`config.mk`:
```
export PLATFORM = sky130hd
export DESIGN_NAME = ahb_apb3_bridge_mslot
export DESIGN_NICKNAME = d
export VERILOG_FILES = /design/src/rtl/ahb_apb_pkg.sv /design/src/rtl/apb_slot_mux.sv /design/src/rtl/ahb_apb3_bridge_mslot.sv
export SDC_FILE = /design/constraint.sdc
export NUM_CORES = 1
export LEC_CHECK = 0
export ABC_AREA = 1
export CAP_MARGIN = 10
export CELL_PAD_IN_SITES_DETAIL_PLACEMENT = 1
export CELL_PAD_IN_SITES_GLOBAL_PLACEMENT = 2
export CORE_MARGIN = 3
export CORE_UTILIZATION = 23
export DETAILED_ROUTE_END_ITERATION = 10
export GPL_ROUTABILITY_DRIVEN = 1
export PLACE_DENSITY_LB_ADDON = 0.25
export SETUP_SLACK_MARGIN = 0.4
export SKIP_LAST_GASP = 1
export SLEW_MARGIN = 40
export SYNTH_ARGS = -nofsm -noshare
export SYNTH_HDL_FRONTEND = slang
export SYNTH_SLANG_ARGS = --single-unit
export TNS_END_PERCENT = 100
```
`constraint.sdc`:
```
create_clock -name HCLK -period 1.83 [get_ports HCLK]
set_clock_uncertainty 0.15 [all_clocks]
set_input_delay 0.2745 -clock HCLK [delete_from_list [all_inputs] [get_ports HCLK]]
set_output_delay 0.2745 -clock HCLK [all_outputs]
set_load 0.02 [all_outputs]
```
`src/rtl/ahb_apb_pkg.sv`:
```
// Shared types and bus encodings for the AHB-Lite to APB3 multi-slot bridge.
package ahb_apb_pkg;

  typedef enum logic [2:0] {
    ST_IDLE   = 3'd0,
    ST_WAIT   = 3'd1,
    ST_SETUP  = 3'd2,
    ST_ACCESS = 3'd3,
    ST_ERR1   = 3'd4,
    ST_ERR2   = 3'd5
  } bridge_state_e;

  localparam logic [1:0] HTRANS_IDLE   = 2'b00;
  localparam logic [1:0] HTRANS_BUSY   = 2'b01;
  localparam logic [1:0] HTRANS_NONSEQ = 2'b10;
  localparam logic [1:0] HTRANS_SEQ    = 2'b11;

  localparam logic [1:0] HRESP_OKAY  = 2'b00;
  localparam logic [1:0] HRESP_ERROR = 2'b01;

endpackage

```
`src/rtl/apb_slot_mux.sv`:
```
// Slot index decode to one-hot select, plus AND-OR selection of the addressed
// slave's PRDATA/PREADY/PSLVERR. An index with no slave yields all zeros.
module apb_slot_mux #(
  parameter int NUM_SLOTS = 4,
  parameter int DATA_W    = 32,
  parameter int SW        = 2
) (
  input  logic [SW-1:0]             slot,
  input  logic [NUM_SLOTS*DATA_W-1:0] prdata,
  input  logic [NUM_SLOTS-1:0]      pready,
  input  logic [NUM_SLOTS-1:0]      pslverr,
  output logic [NUM_SLOTS-1:0]      sel_onehot,
  output logic [DATA_W-1:0]         rdata,
  output logic                      ready,
  output logic                      slverr
);

  // Decode and select in one pass over the slots.
  always_comb begin
    sel_onehot = '0;
    rdata      = '0;
    ready      = 1'b0;
    slverr     = 1'b0;
    for (int s = 0; s < NUM_SLOTS; s++) begin
      sel_onehot[s] = (slot == SW'(s));
      rdata  = rdata | (prdata[s*DATA_W +: DATA_W] & {DATA_W{sel_onehot[s]}});
      ready  = ready | (pready[s] & sel_onehot[s]);
      slverr = slverr | (pslverr[s] & sel_onehot[s]);
    end
  end

endmodule

```
`src/rtl/ahb_apb3_bridge_mslot.sv`:
```
// AHB-Lite slave to APB3 master bridge with NUM_SLOTS decoded slaves, PREADY
// timeout and ERROR response on PSLVERR, timeout or unmapped slot.
module ahb_apb3_bridge_mslot
  import ahb_apb_pkg::*;
#(
  parameter int ADDR_W    = 32,
  parameter int DATA_W    = 32,
  parameter int NUM_SLOTS = 4,
  parameter int SLOT_AW   = 12,
  parameter int TIMEOUT   = 255
) (
  input  logic                        HCLK,
  input  logic                        HRESETN,
  input  logic                        HSEL,
  input  logic [ADDR_W-1:0]           HADDR,
  input  logic [1:0]                  HTRANS,
  input  logic                        HWRITE,
  input  logic [DATA_W-1:0]           HWDATA,
  input  logic                        HREADY,
  output logic [DATA_W-1:0]           HRDATA,
  output logic                        HREADYOUT,
  output logic [1:0]                  HRESP,
  output logic [ADDR_W-1:0]           PADDR,
  output logic [NUM_SLOTS-1:0]        PSEL,
  output logic                        PENABLE,
  output logic                        PWRITE,
  output logic [DATA_W-1:0]           PWDATA,
  input  logic [NUM_SLOTS*DATA_W-1:0] PRDATA,
  input  logic [NUM_SLOTS-1:0]        PREADY,
  input  logic [NUM_SLOTS-1:0]        PSLVERR
);

  localparam int SW  = (NUM_SLOTS > 1) ? $clog2(NUM_SLOTS) : 1;
  localparam int TCW = (TIMEOUT > 1) ? $clog2(TIMEOUT) : 1;
  localparam logic [SW:0]    SLOTS_LIM = (SW+1)'(NUM_SLOTS);
  localparam logic [TCW-1:0] TCNT_LIM  = TCW'((TIMEOUT > 0) ? (TIMEOUT - 1) : 0);
  localparam bit             TO_EN     = (TIMEOUT > 0);

  bridge_state_e state_r, state_nxt_s;

  logic [ADDR_W-1:0]    addr_r, addr_nxt_s;
  logic                 write_r, write_nxt_s;
  logic [SW-1:0]        slot_r, slot_nxt_s;
  logic [TCW-1:0]       tcnt_r, tcnt_nxt_s;
  logic [DATA_W-1:0]    hrdata_r, hrdata_nxt_s;
  logic                 hreadyout_r, hreadyout_nxt_s;
  logic [1:0]           hresp_r, hresp_nxt_s;
  logic [ADDR_W-1:0]    paddr_r, paddr_nxt_s;
  logic [NUM_SLOTS-1:0] psel_r, psel_nxt_s;
  logic                 penable_r, penable_nxt_s;
  logic                 pwrite_r, pwrite_nxt_s;
  logic [DATA_W-1:0]    pwdata_r, pwdata_nxt_s;

  logic                 accept_s;
  logic                 slot_mapped_s;
  logic [NUM_SLOTS-1:0] sel_onehot_s;
  logic [DATA_W-1:0]    rdata_s;
  logic                 ready_s;
  logic                 slverr_s;

  assign accept_s      = HSEL & HREADY & ((HTRANS == HTRANS_NONSEQ) | (HTRANS == HTRANS_SEQ));
  assign slot_mapped_s = ({1'b0, slot_r} < SLOTS_LIM);

  apb_slot_mux #(
    .NUM_SLOTS (NUM_SLOTS),
    .DATA_W    (DATA_W),
    .SW        (SW)
  ) u_slot_mux (
    .slot       (slot_r),
    .prdata     (PRDATA),
    .pready     (PREADY),
    .pslverr    (PSLVERR),
    .sel_onehot (sel_onehot_s),
    .rdata      (rdata_s),
    .ready      (ready_s),
    .slverr     (slverr_s)
  );

  // Next state and next value of every registered output.
  always_comb begin
    state_nxt_s     = state_r;
    addr_nxt_s      = addr_r;
    write_nxt_s     = write_r;
    slot_nxt_s      = slot_r;
    tcnt_nxt_s      = tcnt_r;
    hrdata_nxt_s    = hrdata_r;
    hreadyout_nxt_s = hreadyout_r;
    hresp_nxt_s     = hresp_r;
    paddr_nxt_s     = paddr_r;
    psel_nxt_s      = psel_r;
    penable_nxt_s   = penable_r;
    pwrite_nxt_s    = pwrite_r;
    pwdata_nxt_s    = pwdata_r;
    case (state_r)
      ST_IDLE: begin
        hresp_nxt_s = HRESP_OKAY;
        if (accept_s) begin
          state_nxt_s     = ST_WAIT;
          hreadyout_nxt_s = 1'b0;
          addr_nxt_s      = HADDR;
          write_nxt_s     = HWRITE;
          slot_nxt_s      = HADDR[SLOT_AW +: SW];
        end else begin
          hreadyout_nxt_s = 1'b1;
        end
      end
      ST_WAIT: begin
        // APB-side signals only change when a real APB cycle follows.
        if (slot_mapped_s) begin
          state_nxt_s  = ST_SETUP;
          psel_nxt_s   = sel_onehot_s;
          paddr_nxt_s  = addr_r;
          pwrite_nxt_s = write_r;
          pwdata_nxt_s = HWDATA;
        end else begin
          state_nxt_s = ST_ERR1;
          hresp_nxt_s = HRESP_ERROR;
        end
      end
      ST_SETUP: begin
        state_nxt_s   = ST_ACCESS;
        penable_nxt_s = 1'b1;
        tcnt_nxt_s    = '0;
      end
      ST_ACCESS: begin
        if (ready_s) begin
          psel_nxt_s    = '0;
          penable_nxt_s = 1'b0;
          if (!write_r) begin
            hrdata_nxt_s = rdata_s;
          end else begin
            hrdata_nxt_s = hrdata_r;
          end
          if (slverr_s) begin
            state_nxt_s = ST_ERR1;
            hresp_nxt_s = HRESP_ERROR;
          end else begin
            state_nxt_s     = ST_IDLE;
            hreadyout_nxt_s = 1'b1;
          end
        end else if (TO_EN && (tcnt_r == TCNT_LIM)) begin
          psel_nxt_s    = '0;
          penable_nxt_s = 1'b0;
          state_nxt_s   = ST_ERR1;
          hresp_nxt_s   = HRESP_ERROR;
        end else begin
          tcnt_nxt_s = tcnt_r + TCW'(1);
        end
      end
      ST_ERR1: begin
        state_nxt_s     = ST_ERR2;
        hreadyout_nxt_s = 1'b1;
        hresp_nxt_s     = HRESP_ERROR;
      end
      ST_ERR2: begin
        state_nxt_s     = ST_IDLE;
        hreadyout_nxt_s = 1'b1;
        hresp_nxt_s     = HRESP_OKAY;
      end
      default: begin
        state_nxt_s     = ST_IDLE;
        hreadyout_nxt_s = 1'b1;
        hresp_nxt_s     = HRESP_OKAY;
        psel_nxt_s      = '0;
        penable_nxt_s   = 1'b0;
      end
    endcase
  end

  // FSM state register.
  always_ff @(posedge HCLK or negedge HRESETN) begin
    if (!HRESETN) begin
      state_r <= ST_IDLE;
    end else begin
      state_r <= state_nxt_s;
    end
  end

  // Transfer context and registered bus outputs.
  always_ff @(posedge HCLK or negedge HRESETN) begin
    if (!HRESETN) begin
      addr_r      <= '0;
      write_r     <= 1'b0;
      slot_r      <= '0;
      tcnt_r      <= '0;
      hrdata_r    <= '0;
      hreadyout_r <= 1'b1;
      hresp_r     <= HRESP_OKAY;
      paddr_r     <= '0;
      psel_r      <= '0;
      penable_r   <= 1'b0;
      pwrite_r    <= 1'b0;
      pwdata_r    <= '0;
    end else begin
      addr_r      <= addr_nxt_s;
      write_r     <= write_nxt_s;
      slot_r      <= slot_nxt_s;
      tcnt_r      <= tcnt_nxt_s;
      hrdata_r    <= hrdata_nxt_s;
      hreadyout_r <= hreadyout_nxt_s;
      hresp_r     <= hresp_nxt_s;
      paddr_r     <= paddr_nxt_s;
      psel_r      <= psel_nxt_s;
      penable_r   <= penable_nxt_s;
      pwrite_r    <= pwrite_nxt_s;
      pwdata_r    <= pwdata_nxt_s;
    end
  end

  assign HRDATA    = hrdata_r;
  assign HREADYOUT = hreadyout_r;
  assign HRESP     = hresp_r;
  assign PADDR     = paddr_r;
  assign PSEL      = psel_r;
  assign PENABLE   = penable_r;
  assign PWRITE    = pwrite_r;
  assign PWDATA    = pwdata_r;

endmodule
```
Word-level counts from Yosys, hierarchy flattened. Index checks and enable logic that the tools add are counted.

Output and inout bits: 105. Register bits after elaboration: 151. Word-level logic and storage cells: 96.

Add/subtract/negate cells: 1. Bitwise gates (word level): 28. Reductions and logical operators: 14. Eq/ne operators: 18. Muxes and demuxes: 22.

Operators by type and width (number): 32-bit bitwise AND (4); 32-bit bitwise OR (3); 8-bit two-way mux (2); 8-bit one-hot mux with 2 select lines (1); 3-bit one-hot mux with 5 select lines (1); 3-bit two-way mux (4); 4-bit one-hot mux with 3 select lines (1); 3-bit AND reduction (4); 1-bit bitwise AND (10); 2-bit inequality test, second input constant (5); 8-bit by 1-bit adder with 8-bit output, second input constant (1); 2-bit equality test, second input constant (4); 8-bit equality test, second input constant (1); 4-bit two-way mux (2); 2-bit AND reduction (4); 4-bit OR reduction (2); 1-bit bitwise OR (7); 3-bit by 2-bit equality test with 1-bit output, second input constant (2); 3-bit equality test, second input constant (2); 2-bit two-way mux (3); 3-bit inequality test, second input constant (2); 1-bit one-hot mux with 3 select lines (2); 2-bit one-hot mux with 3 select lines (1); 1-bit two-way mux (5); 7 further kinds (10).

Logic depth before layout (Yosys ltp). Gate-level depths: netlist (run 1).

Depth in word-level cells: 8. Mapped depth: 11. Depth with buffers taken out: 11.

Modules after synthesis. A second synthesis (run 1) with hierarchy kept.

Cell total of the unflattened synthesis: 997. Area total of the unflattened synthesis: 7399.6 µm².

Modules (own cells, without submodules): ahb_apb3_bridge_mslot (instances 1, cells each 659, area each 5891.9 µm²); apb_slot_mux (instances 1, cells each 338, area each 1507.7 µm²).

Least setup slack after synthesis (run 1). No wires, ideal clock.

Path kind: register to register. From: reg addr_r[12] (netlist name). To: reg hrdata_r[10], in the netlist HRDATA[10]. Path slack: 263 ps. Buffers on the path: 2. Stages on the path, launching flop included: 11. Period minus slack after synthesis: 1567 ps. Data arrival time: 1294 ps. Path through: dfrtp_1 buf_6 nor2_8 nand2_1 nand2_1 inv_2 nand2_2 nand2_4 clkbuf_2 o21ai_0 nand2_1.

RTL lines: end signal, assigned (line ahb_apb3_bridge_mslot.sv:199) `hrdata_r <= hrdata_nxt_s;`; end, declared (line ahb_apb3_bridge_mslot.sv:45) `logic [DATA_W-1:0] hrdata_r, hrdata_nxt_s;`.

Worst setup path in the final report (run 1).
From: reg state_r[0]. To: reg addr_r[21].

Longest elaborated chain between the ends: 2.

Ends and longest elaborated chain: start, declared (line ahb_apb3_bridge_mslot.sv:39) `bridge_state_e state_r, state_nxt_s;`; start signal, assigned (line ahb_apb3_bridge_mslot.sv:175) `state_r <= state_nxt_s;`; 3-bit logical NOT (line ahb_apb3_bridge_mslot.sv:94) `case (state_r)`; 2-bit AND reduction (no source line); end signal, assigned (line ahb_apb3_bridge_mslot.sv:195) `addr_r <= addr_nxt_s;`; end, declared (line ahb_apb3_bridge_mslot.sv:41) `logic [ADDR_W-1:0] addr_r, addr_nxt_s;`.

No other way between the ends. A chain may end at the register's enable or synchronous reset.

==> impl_metrics.yaml, run 1 <==
run:
  max_cap_violations: 0
floorplan:
  fp.dieH_microns: 177
  dieWidth_microns: 177
  initial_core_util_pct: 23.7
  num_io_pins: 312
  placeableCoreArea_sq_um: 28200
  die_area_sq_um: 31200
  rows: 61
sta:
  hold_viol_final: 0
  fin_ws_ns: 0.119
  final_max_slew_viol_count: 0
  finalSetupViolCount: 0
  period_share_pct: 93.5
  min_period_ns: 1.71
  timing.fmax_mhz: 584
  setup_tns_ns: 0
  rsz0062_at_grt: "true"
layout:
  fin_nets: 1368
  drive_above_1_share_pct: 35.6
  area.growth.synth_to_final_pct: 86.4
  num_antenna_cells: 0
  stdcell_area_sq_um: 12500
  post-route-util_pct: 44.2
setup_path:
  cp.required_ns: 2.03
  cp.arrival_ns: 1.91
  r2r-end: "addr_r[21]"
  cp-end-kind: "flop"
  cp_max_fo: 8
  crit_type: "flop to flop"
  worstSetupStartpointType: "flop"
  r2r_start: "state_r[0]"
  reg2reg_slack_ns: 0.12
  worst-r2r-cell-count: 8
power:
  p_per_area_nw_per_um2: 1790
  switchingPower_mw: 9.25
  vdd_ir_drop_max_mv: 0.701
  power_switching_share_pct: 41.4
  leakage_nw: 5.76
  seqPwrFrac_pct: 26.0
  combPwrFrac_pct: 58.2
  totalPowerFinal_mw: 22.3
  power_frac_clock_pct: 15.8
  intPower_mw: 13.1
clock_tree:
  clock-root-buffer: "clkbuf_16"
  clock_latency_ns: 0.42
  clk_pin_slew_worst_paths_ns: 0.07
  cts_inserted_buffers: 17
  h-tree-depth: 4
  cts_tree: "yes"
  cts_num_sinks: 148
  clockBufferDepth: 2
route:
  drt-total-wl_microns: 28200
  drt-wirelength-per-cell_microns: 18.2
  firstDrtPassIters: 4
  drc: 0
  ant_nets: 0
  route.vias.total: 6816
  viasPerCell: 4.40
  drt_iter0_drc: 279
placement:
  place_hpwl_microns: 18300
  place_congestion: 0.758
  dp_slack_ns: -0.0731
  postPlaceCellArea_sq_um: 10500
  io_buffers: 309
synth:
  syn_area_sq_um: 6700
  syn_inst: 770
  ys_ff_latch: 148
  synth_most_common_cell: "nand2_1"
  synthArstFlopShare_pct: 100
  ys_seq_area_share_pct: 55.3
  synth.distinct_cells: 29
  synth_area_leader_cell: "dfrtp_1"
  yosys-top-cells-area: "dfrtp_1, nand2_1, o21ai_0"
  netlist.area_leader.share_pct: 54.9
  synth_fp_nets: 979
  netlist_top_cells_count: "nand2_1, dfrtp_1, o21ai_0"
  syn_area_per_cell_sq_um: 8.70
  ys_warn_count: 0
  synthFlopType: "dfrtp_1"
  synth_edf_count: 0
worst_hold_path:
  hold_class: "primary input to async pin"
global_route:
  gr-usage-all-layers_pct: 15.7
  antenna_found_initial: 0
  overflow: 0
  grt_max_degree: 63
  grt_pass1_wl_microns: 38200
  grt_pass1_vias: 6903
status:
  outcome: "finished, final reports clean"
-- how the worst max path moves through the flow --
stage | start | endpoint | cells past startpoint
2_1_floorplan | addr_r[13] | HRDATA[10] | 10
3_3_place_gp | PREADY[1] | PSEL[3] | 9
3_5_place_dp | PREADY[1] | PSEL[3] | 9
4_1_cts | HREADYOUT | HREADYOUT | 1
5_1_grt | tcnt_r[0] | tcnt_r[2] | 11
6_report | state_r[0] | addr_r[21] | 8
-- layout make-up --
cell class | instances | area (sq um)
flip-flops and latches | 148 | 3710
repair buffers | 412 | 4360
clock inverters | 13 | 144
inverters | 46 | 178
well taps | 378 | 473
fillers | 3178 | 15800
multi-input cells | 534 | 3180
clock buffers | 19 | 443
-- sequential cells by signal, indices dropped and copies added (netlist names) --
name	cells
HRDATA	32
PADDR	32
PWDATA	32
addr_r	32
tcnt_r	8
PSEL	4
state_r	3
HREADYOUT	1
HRESP	1
PENABLE	1
PWRITE	1
write_r	1
-- kinds of logic (layout without fill, tap and decap cells) --
family	Yosys count	after routing	share of synthesized area [%]
and+or+nand+nor	387	387	24.3
adders and majority gates	2	2	0.374
muxes	32	32	5.38
other	1	1	0.0560
buffers and inverters	88	490	5.94
xor gates and xnor gates	4	4	0.523
DFF	148	148	55.3
AOI/OAI and AO/OA	108	108	8.13
-- timing repair --
action / CTS / global route
hold buffers: 1 / 0
gates resized for setup: 471 / 354
endpoints found under the hold margin: 147 / 0
pin swaps: 5 / 11
buffers inserted: 7 / 35
gates cloned: 1 / 20
setup endpoints to repair: 229 / 205
-- layout by cell type (no fill, tap or decap), types with 3 or more instances in the layout --
cell type / synthesis / routed
buf_2: 12 / 48
dfrtp_2: 0 / 3
nand2_4: 1 / 27
buf_6: 5 / 66
mux2_2: 32 / 32
buf_8: 0 / 5
nand3_2: 0 / 3
nand2_8: 0 / 3
inv_1: 42 / 37
nand2_2: 3 / 46
buf_4: 3 / 46
buf_12: 0 / 27
nor2_1: 11 / 4
nand3_1: 18 / 15
o21ai_1: 2 / 58
nor2_2: 1 / 3
o21ai_0: 103 / 7
clkbuf_16: 0 / 30
nand2_1: 314 / 242
inv_2: 4 / 7
clkdlybuf4s50_1: 0 / 204
inv_6: 0 / 3
clkinvlp_4: 0 / 3
dfrtp_1: 147 / 144
nand4_1: 34 / 34
clkinv_4: 0 / 3
xor2_1: 4 / 4
nor2_4: 1 / 6
o21ai_2: 0 / 38
-- per-stage QoR --
| stage | instances | hold WS (ns) |
|---|---|---|
| after floorplan | 770 | -0.171 |
| after global placement | 1454 | 0.0147 |
| after global routing | 1550 | 0.147 |
| after CTS | 1495 | 0.129 |
| final | 1550 | 0.130 |
| after detailed placement | 1454 | 0.0140 |
-- metal layers --
layer	global-route usage, %	wire (microns)	vias to the layer above
met5	0	0	-
met4	3.40	317	0
met3	5.21	2060	16
met2	27.7	14100	202
met1	18.5	11700	3322
li1	-	-	3276
-- worst max-delay path: stages, from the launching register on --
cell	delay [ns]
dfrtp_1	0.41
buf_6	0.13
nor2_4	0.09
nand2_2	0.08
nor2_4	0.25
buf_8	0.19
clkbuf_16	0.20
nand2_2	0.06
o21ai_1	0.07
-- power by group through the flow --
| stage | combinational [mW] | sequential (mW) | clock [mW] |
|---|---|---|---|
| final | 13.0 | 5.81 | 3.53 |
| after detailed placement | 9.89 | 5.67 | 0 |
| after global routing | 14.0 | 6.00 | 3.78 |
| after global placement | 9.77 | 5.59 | 0 |
| after CTS | 9.62 | 5.58 | 3.62 |
| after floorplan | 3.87 | 6.85 | 0 |
No activity file was read; power rests on OpenSTA's default activity.
==> run 2, diff against run 1 <==
- CORE_MARGIN: 3 -> 4
==> run 2 against run 1 <==
Net effect: clock-buffer cell count decreased by 1; non-clock buffer count rose by 7; sequential share of layout area shrank 0.26 points; critical path depth grew 1; sequential power decreased by 0.7%; die area is 2.3% higher; worst hold slack gained 0.062 ns; largest power group unchanged; worst setup slack gained 0.060 ns; via count decreased by 0.81%; critical path type unchanged; critical endpoint is now HRDATA[5].
==> impl_metrics.yaml, run 2 (synthesis gave the netlist of run 1 again) <==
floorplan:
  die_area_sq_um: 31900
  fp.dieH_microns: 179
  num_io_pins: 312
  rows: 62
  initial_core_util_pct: 23.3
  placeableCoreArea_sq_um: 28700
  dieWidth_microns: 179
route:
  ant_nets: 0
  drt_iter0_drc: 197
  drt-total-wl_microns: 28600
  firstDrtPassIters: 4
  drt-wirelength-per-cell_microns: 18.3
  route.vias.total: 6761
  drc: 0
  viasPerCell: 4.33
status:
  outcome: "finished, final reports clean"
setup_path:
  critical_path.max_stage_delay_ns: 0.49
  cp.required_ns: 1.99
  r2r-end: "HRDATA[5]"
  worstSetupStartpointType: "flop"
  cp.arrival_ns: 1.82
  r2r_start: "addr_r[12]"
  worst-r2r-cell-count: 9
  reg2reg_slack_ns: 0.18
  crit_type: "flop to flop"
  cp_max_fo: 5
  cp-end-kind: "flop"
  critPathSlowestCell: "dfrtp_2"
  crit_path_frequent_cell: "nand2_1"
  path_cells: "inv_2 -> buf_6 -> nor2_4 -> buf_12 -> clkbuf_16 -> nand2_1 -> nand4_1 -> nand2_1 -> nand2_1"
layout:
  drive_above_1_share_pct: 35.9
  final_common_cell: "nand2_1"
  final_cell_count_no_fill: 1563
  fin_nets: 1375
  n_fill_cell: 3227
  stdcell_area_sq_um: 12600
  layout_common_cells: "nand2_1, clkdlybuf4s50_1, dfrtp_1"
  area.growth.synth_to_final_pct: 88.1
  num_antenna_cells: 0
sta:
  hold_viol_final: 0
  final_max_slew_viol_count: 0
  rsz0062_at_grt: "true"
  timing.fmax_mhz: 606
  period_share_pct: 90.2
  hold-worst-slack_ns: 0.192
  min_period_ns: 1.65
  finalSetupViolCount: 0
power:
  leakage_nw: 5.88
  vdd_ir_drop_max_mv: 0.747
  p_per_area_nw_per_um2: 1750
clock_tree:
  cts_num_sinks: 148
  clock_latency_ns: 0.42
  clk_pin_slew_worst_paths_ns: 0.07
  clock-root-buffer: "clkbuf_16"
  cts_tree: "yes"
  clockBufferDepth: 2
  cts_inserted_buffers: 17
  h-tree-depth: 4
placement:
  place_inst: 1459
  postPlaceCellArea_sq_um: 10500
  place_hpwl_microns: 18900
  io_buffers: 309
  place_congestion: 0.770
global_route:
  grt_max_degree: 43
  grt_pass1_wl_microns: 38400
  gr-usage-all-layers_pct: 15.5
  overflow: 0
  antenna_found_initial: 3
  grt_pass1_vias: 6710
run:
  max_cap_violations: 0
worst_hold_path:
  hold_class: "primary input to async pin"
==> run 2: changes by cell type in the layout (fill, tap and decap cells not counted), sizes merged <==
cell      previous run  this run
clkinvlp             3         2
bufinv               1         0
bufbuf               0         1
clkinv               4         2
buf                193       197
clkbuf              33        34
inv                 51        56
==> run 2: layout make-up <==
| class | count | area (sq um) | share of cell area (%) |
|---|---|---|---|
| clock buffers | 18 | 439 | 3.49 |
| multi-input cells | 534 | 3190 | 25.3 |
| inverters | 46 | 178 | 1.41 |
| clock inverters | 14 | 133 | 1.05 |
| well taps | 384 | 480 | 3.82 |
| repair buffers | 419 | 4460 | 35.4 |
| flip-flops and latches | 148 | 3710 | 29.5 |
==> run 2: how the worst max path moves through the flow <==
| stage | from | to | slack (ns) |
|---|---|---|---|
| floorplan | addr_r[13] | HRDATA[10] | 0.27 |
| global placement | PREADY[3] | HRDATA[0] | -0.06 |
| detailed placement | PREADY[3] | tcnt_r[5] | -0.07 |
| CTS | addr_r[13] | HRDATA[25] | 0.18 |
| global route | addr_r[12] | HRDATA[22] | 0.07 |
| finish | addr_r[12] | HRDATA[5] | 0.18 |
==> run 2: critical path, delay by kind of cell (launching register included) <==
family / cells / cell delay (ns)
buffers and inverters: 4 / 0.52
flip-flops: 1 / 0.49
AND/OR/NAND/NOR: 5 / 0.38
==> run 2: layer usage <==
layer	vias up	global-route usage, %	share of wire [%]
li1	3294	-	-
met1	3240	18.5	40
met5	-	0	0.15
met2	193	26.4	51
met3	28	6.19	7.9
met4	6	3.33	1.0
==> run 2: metrics by stage <==
step	power [mW]	setup TNS [ns]	utilization, %	setup slack, ns
3_5_place_dp	15.5	-0.768	36.7	-0.0699
6_report	22.0	0	43.9	0.179
4_1_cts	18.9	0	38.2	0.182
5_1_grt	23.5	0	43.9	0.0716
3_3_place_gp	15.3	-0.496	36.7	-0.0592
2_1_floorplan	10.7	0	-	0.272
==> run 2: report_power, final <==
part / internal [mW] / switching (mW)
registers: 4.82 / 0.948
logic: 6.19 / 6.60
clock network: 1.84 / 1.61
==> run 2: timing repair <==
| action | in CTS | in global routing |
|---|---|---|
| pin swaps | 7 | 20 |
| resized for setup | 507 | 313 |
| buffers inserted | 14 | 29 |
| hold buffers | 1 | 0 |
| setup endpoints to repair | 227 | 188 |
| hold endpoints to repair | 54 | 0 |
| cloned | 1 | 27 |
==> run 3, diff against run 2 <==
- GPL_ROUTABILITY_DRIVEN: 1 -> 0
==> results of run 3 <==
No change in the layout: final DEF, timing and power equal those of run 2.
